File: config.mk
export PLATFORM = sky130hd
export DESIGN_NAME = volt_band_monitor
export DESIGN_NICKNAME = d
export VERILOG_FILES = /design/src/rtl/volt_mon_pkg.sv /design/src/rtl/volt_avg_acc.sv /design/src/rtl/volt_band_monitor.sv
export SDC_FILE = /design/constraint.sdc
export NUM_CORES = 1
export LEC_CHECK = 0
export CORE_MARGIN = 2
export CORE_UTILIZATION = 52
export CTS_CLUSTER_SIZE = 25
export DETAILED_ROUTE_END_ITERATION = 12
export PLACE_DENSITY = 0.84
export SKIP_LAST_GASP = 1
export SYNTH_ARGS = -nofsm -noshare
export SYNTH_HDL_FRONTEND = slang
export SYNTH_SLANG_ARGS = --single-unit
File: constraint.sdc
create_clock -name clk -period 5.9 [get_ports clk]
set_clock_uncertainty 0.1 [all_clocks]
set_input_delay 1.18 -clock clk [delete_from_list [all_inputs] [get_ports clk]]
set_output_delay 1.18 -clock clk [all_outputs]
set_load 0.03 [all_outputs]
File: src/rtl/volt_mon_pkg.sv
// volt_mon_pkg: band codes, default thresholds and LED bit positions shared by the voltage band monitor.
package volt_mon_pkg;

    typedef enum logic [2:0] {
        ZERO  = 3'd0,
        LOW   = 3'd1,
        UNDER = 3'd2,
        OK    = 3'd3,
        OVER  = 3'd4
    } band_t;

    localparam logic [15:0] DEF_TH_LOW   = 16'h0860;
    localparam logic [15:0] DEF_TH_OK_LO = 16'h08B0;
    localparam logic [15:0] DEF_TH_OK_HI = 16'h0C0C;
    localparam logic [15:0] DEF_HYST     = 16'h0010;

    localparam int LED_OVER  = 0;
    localparam int LED_OK    = 1;
    localparam int LED_UNDER = 2;
    localparam int LED_LOW   = 3;
    localparam int LED_FAULT = 4;

    // Active-high one-hot of the band LEDs; ZERO lights nothing.
    function automatic logic [3:0] band_leds(band_t b);
        logic [3:0] m;
        m = '0;
        m[LED_OVER]  = b == OVER;
        m[LED_OK]    = b == OK;
        m[LED_UNDER] = b == UNDER;
        m[LED_LOW]   = b == LOW;
        return m;
    endfunction

endpackage

File: src/rtl/volt_avg_acc.sv
// volt_avg_acc: post-reset blanking gate and block averager over 2**AVG_LOG2 samples.
module volt_avg_acc
    import volt_mon_pkg::*;
#(
    parameter int DW        = 16,
    parameter int AVG_LOG2  = 3,
    parameter int BLANK_CYC = 65535
) (
    input  logic          clk,
    input  logic          sys_rst_n,
    input  logic [DW-1:0] volt,
    input  logic          volt_vld,
    output logic [DW-1:0] avg_volt,
    output logic          avg_vld
);

    localparam int SW = DW + AVG_LOG2;
    localparam int BW = $clog2(BLANK_CYC + 2);

    logic [BW-1:0]       blank_cnt;
    logic [SW-1:0]       sum, sum_nxt;
    logic [AVG_LOG2-1:0] cnt;
    logic                live;

    assign live    = blank_cnt == BW'(BLANK_CYC);
    assign sum_nxt = sum + SW'(volt);

    always_ff @(posedge clk or negedge sys_rst_n) begin
        if (!sys_rst_n) begin
            blank_cnt <= '0;
            sum       <= '0;
            cnt       <= '0;
            avg_volt  <= '0;
            avg_vld   <= 1'b0;
        end else begin
            avg_vld <= 1'b0;
            if (!live) begin
                blank_cnt <= blank_cnt + BW'(1);
            end else if (volt_vld) begin
                // sample counter wraps to zero on the last sample of a block
                cnt <= cnt + AVG_LOG2'(1);
                sum <= &cnt ? '0 : sum_nxt;
                if (&cnt) begin
                    avg_volt <= sum_nxt[SW-1:AVG_LOG2];
                    avg_vld  <= 1'b1;
                end
            end
        end
    end

endmodule

File: src/rtl/volt_band_monitor.sv
// volt_band_monitor: classifies block-averaged ADC samples into voltage bands with hysteresis and
// N-consecutive confirmation, latches over-voltage faults and drives status LEDs and the output enable.
module volt_band_monitor
    import volt_mon_pkg::*;
#(
    parameter int            DW        = 16,
    parameter int            AVG_LOG2  = 3,
    parameter int            CONFIRM   = 4,
    parameter int            BLANK_CYC = 65535,
    parameter logic [DW-1:0] TH_LOW    = DW'(DEF_TH_LOW),
    parameter logic [DW-1:0] TH_OK_LO  = DW'(DEF_TH_OK_LO),
    parameter logic [DW-1:0] TH_OK_HI  = DW'(DEF_TH_OK_HI),
    parameter logic [DW-1:0] HYST      = DW'(DEF_HYST)
) (
    input  logic          clk,
    input  logic          sys_rst_n,
    input  logic [DW-1:0] volt,
    input  logic          volt_vld,
    input  logic          clr_fault,
    output logic [DW-1:0] avg_volt,
    output logic          avg_vld,
    output logic [2:0]    band,
    output logic          fault,
    output logic [4:0]    led_n,
    output logic          enable_out
);

    localparam int CW = $clog2(CONFIRM + 1);

    band_t         band_q, cand, raw, cls, lo, hi;
    logic [CW-1:0] conf_cnt, conf_nxt;
    logic [DW-1:0] bnd;
    logic          adj, near, fault_nxt;

    volt_avg_acc #(
        .DW        (DW),
        .AVG_LOG2  (AVG_LOG2),
        .BLANK_CYC (BLANK_CYC)
    ) u_acc (
        .clk       (clk),
        .sys_rst_n (sys_rst_n),
        .volt      (volt),
        .volt_vld  (volt_vld),
        .avg_volt  (avg_volt),
        .avg_vld   (avg_vld)
    );

    // Hysteresis only applies between neighbouring non-ZERO bands, around their shared threshold.
    always_comb begin
        raw = avg_volt == '0 ? ZERO : avg_volt <= TH_LOW ? LOW : avg_volt <= TH_OK_LO ? UNDER :
              avg_volt <= TH_OK_HI ? OK : OVER;
        lo = raw < band_q ? raw : band_q;
        hi = raw < band_q ? band_q : raw;
        bnd = lo == LOW ? TH_LOW : lo == UNDER ? TH_OK_LO : TH_OK_HI;
        adj = lo != ZERO && 3'(hi) == 3'(lo) + 3'd1;
        near = {1'b0, avg_volt} + {1'b0, HYST} >= {1'b0, bnd} &&
               {1'b0, avg_volt} <= {1'b0, bnd} + {1'b0, HYST};
        cls = adj && near ? band_q : raw;
        conf_nxt = cls == cand ? conf_cnt + CW'(1) : CW'(1);
        fault_nxt = band_q == OVER || (fault && !clr_fault);
    end

    always_ff @(posedge clk or negedge sys_rst_n) begin
        if (!sys_rst_n) begin
            band_q     <= ZERO;
            cand       <= ZERO;
            conf_cnt   <= '0;
            fault      <= 1'b0;
            led_n      <= 5'h1F;
            enable_out <= 1'b0;
        end else begin
            if (avg_vld) begin
                if (cls == band_q) begin
                    conf_cnt <= '0;
                end else if (conf_nxt >= CW'(CONFIRM)) begin
                    band_q   <= cls;
                    cand     <= cls;
                    conf_cnt <= '0;
                end else begin
                    cand     <= cls;
                    conf_cnt <= conf_nxt;
                end
            end
            fault      <= fault_nxt;
            led_n      <= {~fault_nxt, ~band_leds(band_q)};
            enable_out <= band_q == OK && !fault_nxt;
        end
    end

    assign band = band_q;

endmodule

== Yosys cells after proc, flatten, opt, wreduce, memory -nomap -nowiden ==
Index checks and enable logic that the tools add are counted.

* Logic and storage cells: 69
* Register bits: 72
* Bits of input ports: 20
* Output and inout bits: 27

* Equal/unequal tests: 10
* Bitwise logic cells: 3
* Add/subtract/negate cells: 7
* Muxes and demuxes: 16
* Order comparisons: 7
* Reductions and logical operators: 15

{| class="wikitable"
|+ Operators by type and width
! kind !! count
|-
| $le A16 B12 Y1 const B || 3
|-
| $mux W3 || 10
|-
| $mux W11 || 2
|-
| $add A19 B16 Y19 || 1
|-
| $mux W19 || 1
|-
| $add A16 B5 Y17 const B || 1
|-
| $add A17 B1 Y17 const B || 1
|-
| $eq A17 B16 Y1 const B || 1
|-
| $ge A17 B12 Y1 || 1
|-
| $le A16 B13 Y1 || 1
|-
| $logic_not A16 Y1 || 1
|-
| $add A12 B5 Y13 const B || 1
|-
| $add A3 B1 Y3 const B || 3
|-
| $eq A3 B2 Y1 const B || 3
|-
| $eq A3 B3 Y1 || 3
|-
| $eq A3 B1 Y1 const B || 2
|-
| $reduce_and A3 Y1 || 2
|-
| $logic_and A1 B1 Y1 || 5
|-
| $reduce_and A5 Y1 || 1
|-
| $not A4 Y4 || 1
|-
| $reduce_and A2 Y1 || 2
|-
| $eq A3 B3 Y1 const B || 1
|-
| $ge A3 B3 Y1 const B || 1
|-
| $lt A3 B3 Y1 || 1
|-
| 5 further kinds || 9
|}

== Longest topological paths before layout ==
* Depth in word-level cells: 20
* Gate-level depth with buffers: 29
* Mapped depth without buffers: 29

== Modules after synthesis ==
A second synthesis with hierarchy kept.

* Cells, all modules: 495
* Area, all modules: 4,895.9 µm²

{| class="wikitable"
|+ By module, submodules not included
! module !! area an instance (µm²) !! cells each !! sequential area each (µm²) !! times used
|-
| volt_avg_acc || 3,078.0 || 292 || 1,401.3 || 1
|-
| volt_band_monitor || 1,818.0 || 203 || 406.6 || 1
|}

== Least setup slack after synthesis ==
No wires, ideal clock.

* Path kind: register to register
* Start point: register u_acc.avg_volt[12]
* End point: register band_q[1], in the netlist band[1]
* Slack: -0.223 ns
* Library setup time: 0.125 ns
* Data required time: 5.675 ns
* Buffers on the path: 0
* Arrival: 5.898 ns
* Cell stages (with the launch flop): 28
* Period minus slack after synthesis: 6.123 ns
* Cell sequence: dfrtp_1 or4_4 nor4b_4 nand2_1 o221ai_1 o21a_1 inv_1 ha_1 nor2b_1 o21ai_0 nand2b_1 mux2_2 inv_1 ha_1 nor2_1 nor2_1 inv_1 ha_1 a21o_1 a221oi_1 nand4_1 a21oi_1 o21ai_0 a211oi_4 mux2_2 xor2_1 nor4_2 mux2_2

* Word-level cells in the longest chain between the ends: 19
* Elaborated cells between the ends (all ways): 32
* Classes of those cells: add/sub: 3; order compare: 7; eq/ne: 5; mux: 10; bitwise: 1; reduce/logical: 6

{| class="wikitable"
|+ Ends and longest elaborated chain
! element !! RTL line !! RTL
|-
| from (decl) || volt_avg_acc.sv:13 || <nowiki>output logic [DW-1:0] avg_volt,</nowiki>
|-
| from (signal assigned) || volt_avg_acc.sv:44 || <nowiki>avg_volt <= sum_nxt[SW-1:AVG_LOG2];</nowiki>
|-
| $le A16 B12 Y1 || volt_band_monitor.sv:51 || <nowiki>avg_volt <= TH_OK_HI ? OK : OVER;</nowiki>
|-
| $mux W3 || volt_band_monitor.sv:51 ||
|-
| $mux W3 (3 in series) || volt_band_monitor.sv:50 || <nowiki>raw = avg_volt == '0 ? ZERO : avg_volt <= TH_LOW ? LOW : avg_volt <= TH_OK_LO ? UNDER :</nowiki>
|-
| $lt A3 B3 Y1 || volt_band_monitor.sv:52, volt_band_monitor.sv:53 ||
|-
| $mux W3 || volt_band_monitor.sv:52 || <nowiki>lo = raw < band_q ? raw : band_q;</nowiki>
|-
| $eq A3 B2 Y1 || volt_band_monitor.sv:54 || <nowiki>bnd = lo == LOW ? TH_LOW : lo == UNDER ? TH_OK_LO : TH_OK_HI;</nowiki>
|-
| $mux W11 (2 in series) || volt_band_monitor.sv:54 ||
|-
| $add A12 B5 Y13 || volt_band_monitor.sv:57 || <nowiki>{1'b0, avg_volt} <= {1'b0, bnd} + {1'b0, HYST};</nowiki>
|-
| $le A16 B13 Y1 (implied by the code) || volt_band_monitor.sv:57 ||
|-
| $logic_and A1 B1 Y1 || volt_band_monitor.sv:56 || <nowiki>near = {1'b0, avg_volt} + {1'b0, HYST} >= {1'b0, bnd} &&</nowiki>
|-
| $logic_and A1 B1 Y1 || volt_band_monitor.sv:58 || <nowiki>cls = adj && near ? band_q : raw;</nowiki>
|-
| $mux W3 * || volt_band_monitor.sv:58 ||
|-
| $eq A3 B3 Y1 || volt_band_monitor.sv:59 || <nowiki>conf_nxt = cls == cand ? conf_cnt + CW'(1) : CW'(1);</nowiki>
|-
| $mux W3 || volt_band_monitor.sv:59 ||
|-
| $ge A3 B3 Y1 || volt_band_monitor.sv:75 || <nowiki>end else if (conf_nxt >= CW'(CONFIRM)) begin</nowiki>
|-
| $reduce_and A3 Y1 (no line) || - ||
|-
| to (signal assigned) || volt_band_monitor.sv:76 || <nowiki>band_q <= cls;</nowiki>
|-
| to (decl) || volt_band_monitor.sv:30 || <nowiki>band_t band_q, cand, raw, cls, lo, hi;</nowiki>
|}

Mark *: on every way between the ends. The rest lies on a longest branch, timed or not.
A chain may end at the register's enable or synchronous reset.

== Worst setup path in the final report ==
* Start point: register u_acc.avg_volt[14]
* End point: register conf_cnt[0]

* Word-level cells in the longest chain between the ends: 20
* Elaborated cells between the ends (all ways): 32
* Classes of those cells: add/sub: 3; order compare: 7; eq/ne: 5; mux: 12; reduce/logical: 5

{| class="wikitable"
|+ Ends and longest elaborated chain
! element !! RTL line !! RTL
|-
| $le A16 B12 Y1 || volt_band_monitor.sv:51 ||
|-
| $mux W3 || volt_band_monitor.sv:51 ||
|-
| $mux W3 (3 in series) || volt_band_monitor.sv:50 ||
|-
| $lt A3 B3 Y1 || volt_band_monitor.sv:52, volt_band_monitor.sv:53 ||
|-
| $mux W3 || volt_band_monitor.sv:52 ||
|-
| $eq A3 B2 Y1 || volt_band_monitor.sv:54 ||
|-
| $mux W11 (2 in series) || volt_band_monitor.sv:54 ||
|-
| $add A12 B5 Y13 || volt_band_monitor.sv:57 ||
|-
| $le A16 B13 Y1 (implied by the code) || volt_band_monitor.sv:57 ||
|-
| $logic_and A1 B1 Y1 || volt_band_monitor.sv:56 ||
|-
| $logic_and A1 B1 Y1 || volt_band_monitor.sv:58 ||
|-
| $mux W3 * || volt_band_monitor.sv:58 ||
|-
| $eq A3 B3 Y1 || volt_band_monitor.sv:59 ||
|-
| $mux W3 || volt_band_monitor.sv:59 ||
|-
| $ge A3 B3 Y1 || volt_band_monitor.sv:75 ||
|-
| $mux W3 || volt_band_monitor.sv:75 ||
|-
| $mux W3 * || volt_band_monitor.sv:73 || <nowiki>if (cls == band_q) begin</nowiki>
|-
| to (signal assigned) || volt_band_monitor.sv:81 || <nowiki>conf_cnt <= conf_nxt;</nowiki>
|-
| to (decl) || volt_band_monitor.sv:31 || <nowiki>logic [CW-1:0] conf_cnt, conf_nxt;</nowiki>
|}

Marked as above.

==> metrics list <==
- Capturing element type of the critical path: flip-flop
* Starting DRT DRC Count: 192
- Highest fanout seen on the critical path: 4
* Maximum number of buffers from clock root to sink: 2
- Sw frac: 21.84%
- Summed over all nets, the half-perimeter wirelength after detailed placement is 7.900 mm.
* GRT Total Usage: 23.95%
- H-tree level count: 3
* Die Footprint: 0.009721 mm2
- The worst-case IR drop observed on VDD is 0.0001238 V.
* Via count of the first global-routing pass: 3,988
- Max-cap violations in this run came to 0.
* Clock buffer count from CTS: 9
* Share of the clock period used by the worst path after layout: 103.5%
- The synthesized design contains 72 register bits.
- Arrival time of the worst setup path: 6.24 ns
* Final hold slack: 0.3735 ns
* Internal reg-to-reg setup slack: -0.20 ns
- The endpoint identified for the worst register-to-register timing path is conf_cnt[0]$_DFFE_PN0P_.
- Most frequent cells after synthesis: dfrtp_1, ha_1, nand2_1, xnor2_1
- Final antenna diode count: 0
* Launching point of the worst reg2reg path: u_acc.avg_volt[14]$_DFFE_PN0P_
* Drt wl/cell: 17.20 um
- Pwr per Cell Area: 153.7 mW/mm2
- DP Worst Slack: -0.2069 ns
- Total power after layout: 0.9066 mW
- Post-CTS clock slew at the launch and capture registers of the worst setup and hold paths: 0.08 ns
* Number of pins exceeding their max-slew limit in the final report: 0
- The hold violation count in the final report came to 0.
- Clock latency reported for the late side of the worst-skew pair: 0.34 ns
* Residual antenna-violating net count after detailed routing: 0
- Tracing the worst setup path back leads to its startpoint at u_acc.avg_volt[14]$_DFFE_PN0P_.
- The first global-routing pass estimated 18.94 mm of wire.
- Endpoint required time on the critical path: 6.04 ns
* Number of enable flip-flop cells after synthesis: 0
* Final setup violation count: 5
- After routing, the total negative slack on setup checks comes to -0.8150 ns.
- Before antenna repair, the detailed router went through 5 iterations.
* Unrepaired setup endpoints after global routing: yes
- Count of buffers inserted at the top-level ports: 46
- For this run, the post-layout net count is 602.
- After detailed routing, the total wire length is 11.18 mm.
- Max Freq: 0.1638 GHz
- At the pin with the least slew margin, the transition time is 1.035 ns.
* Number of placed instances, taps included: 626
- Clock tree synthesis selected as its root buffer the cell clkbuf_8.
- Max-slew headroom: 30.81%
- Of the cells placed in the final design, the portion with a size suffix greater than 1 is 22.51%.
- Internal Pwr Total: 0.7085 mW
- Average cell area after synthesis: 10.16 um2
- For this design the total switching power over the nets is 0.1980 mW.
* Clk sink count: 72
* Final non-filler cell area: 0.005898 mm2
* Residual DRC: 0
- Area fraction of the dominant cell type after synthesis: 36.03%
* Dominant cell type by area after synthesis: dfrtp_1
- In the post-synthesis netlist, the biggest area contributors are dfrtp_1, ha_1, xnor2_1, mux2_2, xor2_1.
* Synthesized net count: 523
- Most frequently used cell type in the post-synthesis netlist: dfrtp_1
* TritonCTS clock tree: built
- Primary flip-flop cell chosen by synthesis mapping: dfrtp_1
- Combined area of all synthesized cells: 0.004653 mm2
* Layout Cells excl Fill: 650
- Antenna violations before repair: 0
* Sort of element at the start of the critical path: flip-flop
* Initial standard-cell utilization of the core: 53.62%
- Cells after synthesis: 458
* Ports: 47
- The die is 98.60 um tall.
- Total congestion overflow: 0
- Violations in the final reports: setup timing
- Yosys Warn Count: 0
- The most critical setup path has its endpoint at conf_cnt[0]$_DFFE_PN0P_.
- Utilization after layout: 67.96%
- In this run the cell area measured after placement is 0.005485 mm2.
* Number of cells traversed by the worst register-to-register path: 25
- In the post-route analysis, the smallest setup slack over all paths is -0.2036 ns.
- The critical path in this run is classified as flip-flop to flip-flop.
- Of the total power, registers draw 54.4%.
- Placeable core region: 0.008678 mm2
- Total via count after detailed routing: 3,850
- Relative to the synthesized area, the layout overhead comes to 26.75%.
- # rows: 34
* Fraction of power consumed by the clock network: 40.9%
- After detailed routing, the number of vias per cell comes to 5.923.
- GPL Wtd Cong: 0.9035
- Of all flip-flops after synthesis, the portion carrying an async set or reset was 100.0%.
- Combinational logic burns 4.6% of the power.
* Result of the run: complete, but fails checks
- Yosys mapped the design onto 63 distinct sky130hd cell types.
- Fill cells in the final layout number 642.
- Share of synthesized area occupied by flip-flops and latches: 38.85%
- Die width: 98.60 um
- Worst hold path type: flip-flop to flip-flop
- Leakage power total: 2.677 nW
- Counting I/O delays and the setup requirement, the final critical path takes 6.104 ns.
* Pin count of the biggest net entering global routing: 73
[power groups by stage]
stage	combinational [mW]	sequential [mW]	clock (mW)
floorplan	0.0152	0.503	0
finish	0.0421	0.493	0.371
global route	0.0475	0.493	0.399
global placement	0.0416	0.503	0
detailed placement	0.0426	0.503	0
CTS	0.0427	0.493	0.377
[final cells by class]
cell class | instances | area (um2) | area share (%)
Sequential cell | 72 | 1812 | 30.72
Timing Repair Buffer | 82 | 725.7 | 12.30
Tap cell | 108 | 135.1 | 2.291
Clock buffer | 13 | 138.9 | 2.355
Clock inverter | 3 | 43.79 | 0.7425
Inverter | 25 | 96.34 | 1.633
Multi-Input combinational cell | 347 | 2947 | 49.96
[cells in the final DEF (no fill, tap or decap), types with 12 or more instances in the layout]
cell type	instances
inv_1	20
mux2_2	17
a22o_1	12
o21ai_0	22
buf_4	36
xnor2_1	30
nor2_1	23
nand2_1	34
xor2_1	14
clkdlybuf4s50_1	45
ha_1	36
nand3_1	15
dfrtp_1	64
[critical path, cell delays in order, from the launching register on]
cell and delay, ns:
dfrtp_1 0.38, or4_4 0.57, nor4b_4 0.28, nand2_1 0.12
o221ai_2 0.07, o21a_1 0.17, inv_1 0.06, ha_2 0.16
nor2b_1 0.11, o21ai_1 0.08, nand2b_1 0.20, mux2i_4 0.33
inv_2 0.09, ha_4 0.18, or3b_4 0.39, ha_4 0.29
nand3_4 0.06, nor3_4 0.16, nand2b_1 0.10, nor4_2 0.17
o211ai_1 0.21, a211oi_4 0.48, mux2_4 0.37, xor2_1 0.20
or4_1 0.49, a22o_1 0.19
[logic make-up (layout without fill, tap and decap cells)]
| family | Yosys count | count (layout) | share of synthesized area [%] |
|---|---|---|---|
| xor+xnor | 46 | 46 | 8.658 |
| compound gates | 93 | 93 | 14.71 |
| mux | 27 | 27 | 6.588 |
| buf+inv | 39 | 123 | 3.281 |
| simple gates | 136 | 136 | 15.65 |
| flops | 72 | 72 | 38.85 |
| fa+ha+maj | 45 | 45 | 12.26 |
[state kept, by name, summed over array words and instances (netlist names), 3 cells and up]
register         flops
cand                 3
led_n                5
conf_cnt             3
u_acc.cnt            3
u_acc.avg_volt      16
band                 3
u_acc.sum           19
u_acc.blank_cnt     17
[layer usage]
| metal | global-route usage [%] | part of all wire, % |
|---|---|---|
| met1 | 29.88 | 41 |
| met2 | 41.23 | 51 |
| met3 | 4.043 | 4.3 |
| met4 | 10.12 | 2.8 |
| met5 | 0 | 0 |
[how the worst min path moves through the flow]
stage	cells after the start	end	start	slack, ns
floorplan	1	u_acc.blank_cnt[14]$_DFFE_PN0P_	u_acc.blank_cnt[14]$_DFFE_PN0P_	0.34
global placement	1	u_acc.blank_cnt[12]$_DFFE_PN0P_	u_acc.blank_cnt[12]$_DFFE_PN0P_	0.36
detailed placement	1	u_acc.blank_cnt[14]$_DFFE_PN0P_	u_acc.blank_cnt[14]$_DFFE_PN0P_	0.37
CTS	1	u_acc.blank_cnt[12]$_DFFE_PN0P_	u_acc.blank_cnt[12]$_DFFE_PN0P_	0.38
global route	1	u_acc.blank_cnt[12]$_DFFE_PN0P_	u_acc.blank_cnt[12]$_DFFE_PN0P_	0.39
finish	1	u_acc.blank_cnt[12]$_DFFE_PN0P_	u_acc.blank_cnt[12]$_DFFE_PN0P_	0.37
[timing repair]
action | in CTS | in global routing
setup buffers | 4 | 4
gates resized for setup | 12 | 18
gates cloned | 0 | 0
hold buffers | 0 | 0
pin swaps | 9 | 8
setup endpoints to repair | 5 | 8
endpoints found under the hold margin | 0 | 0
Note: power is estimated with default switching activity, not from simulation.
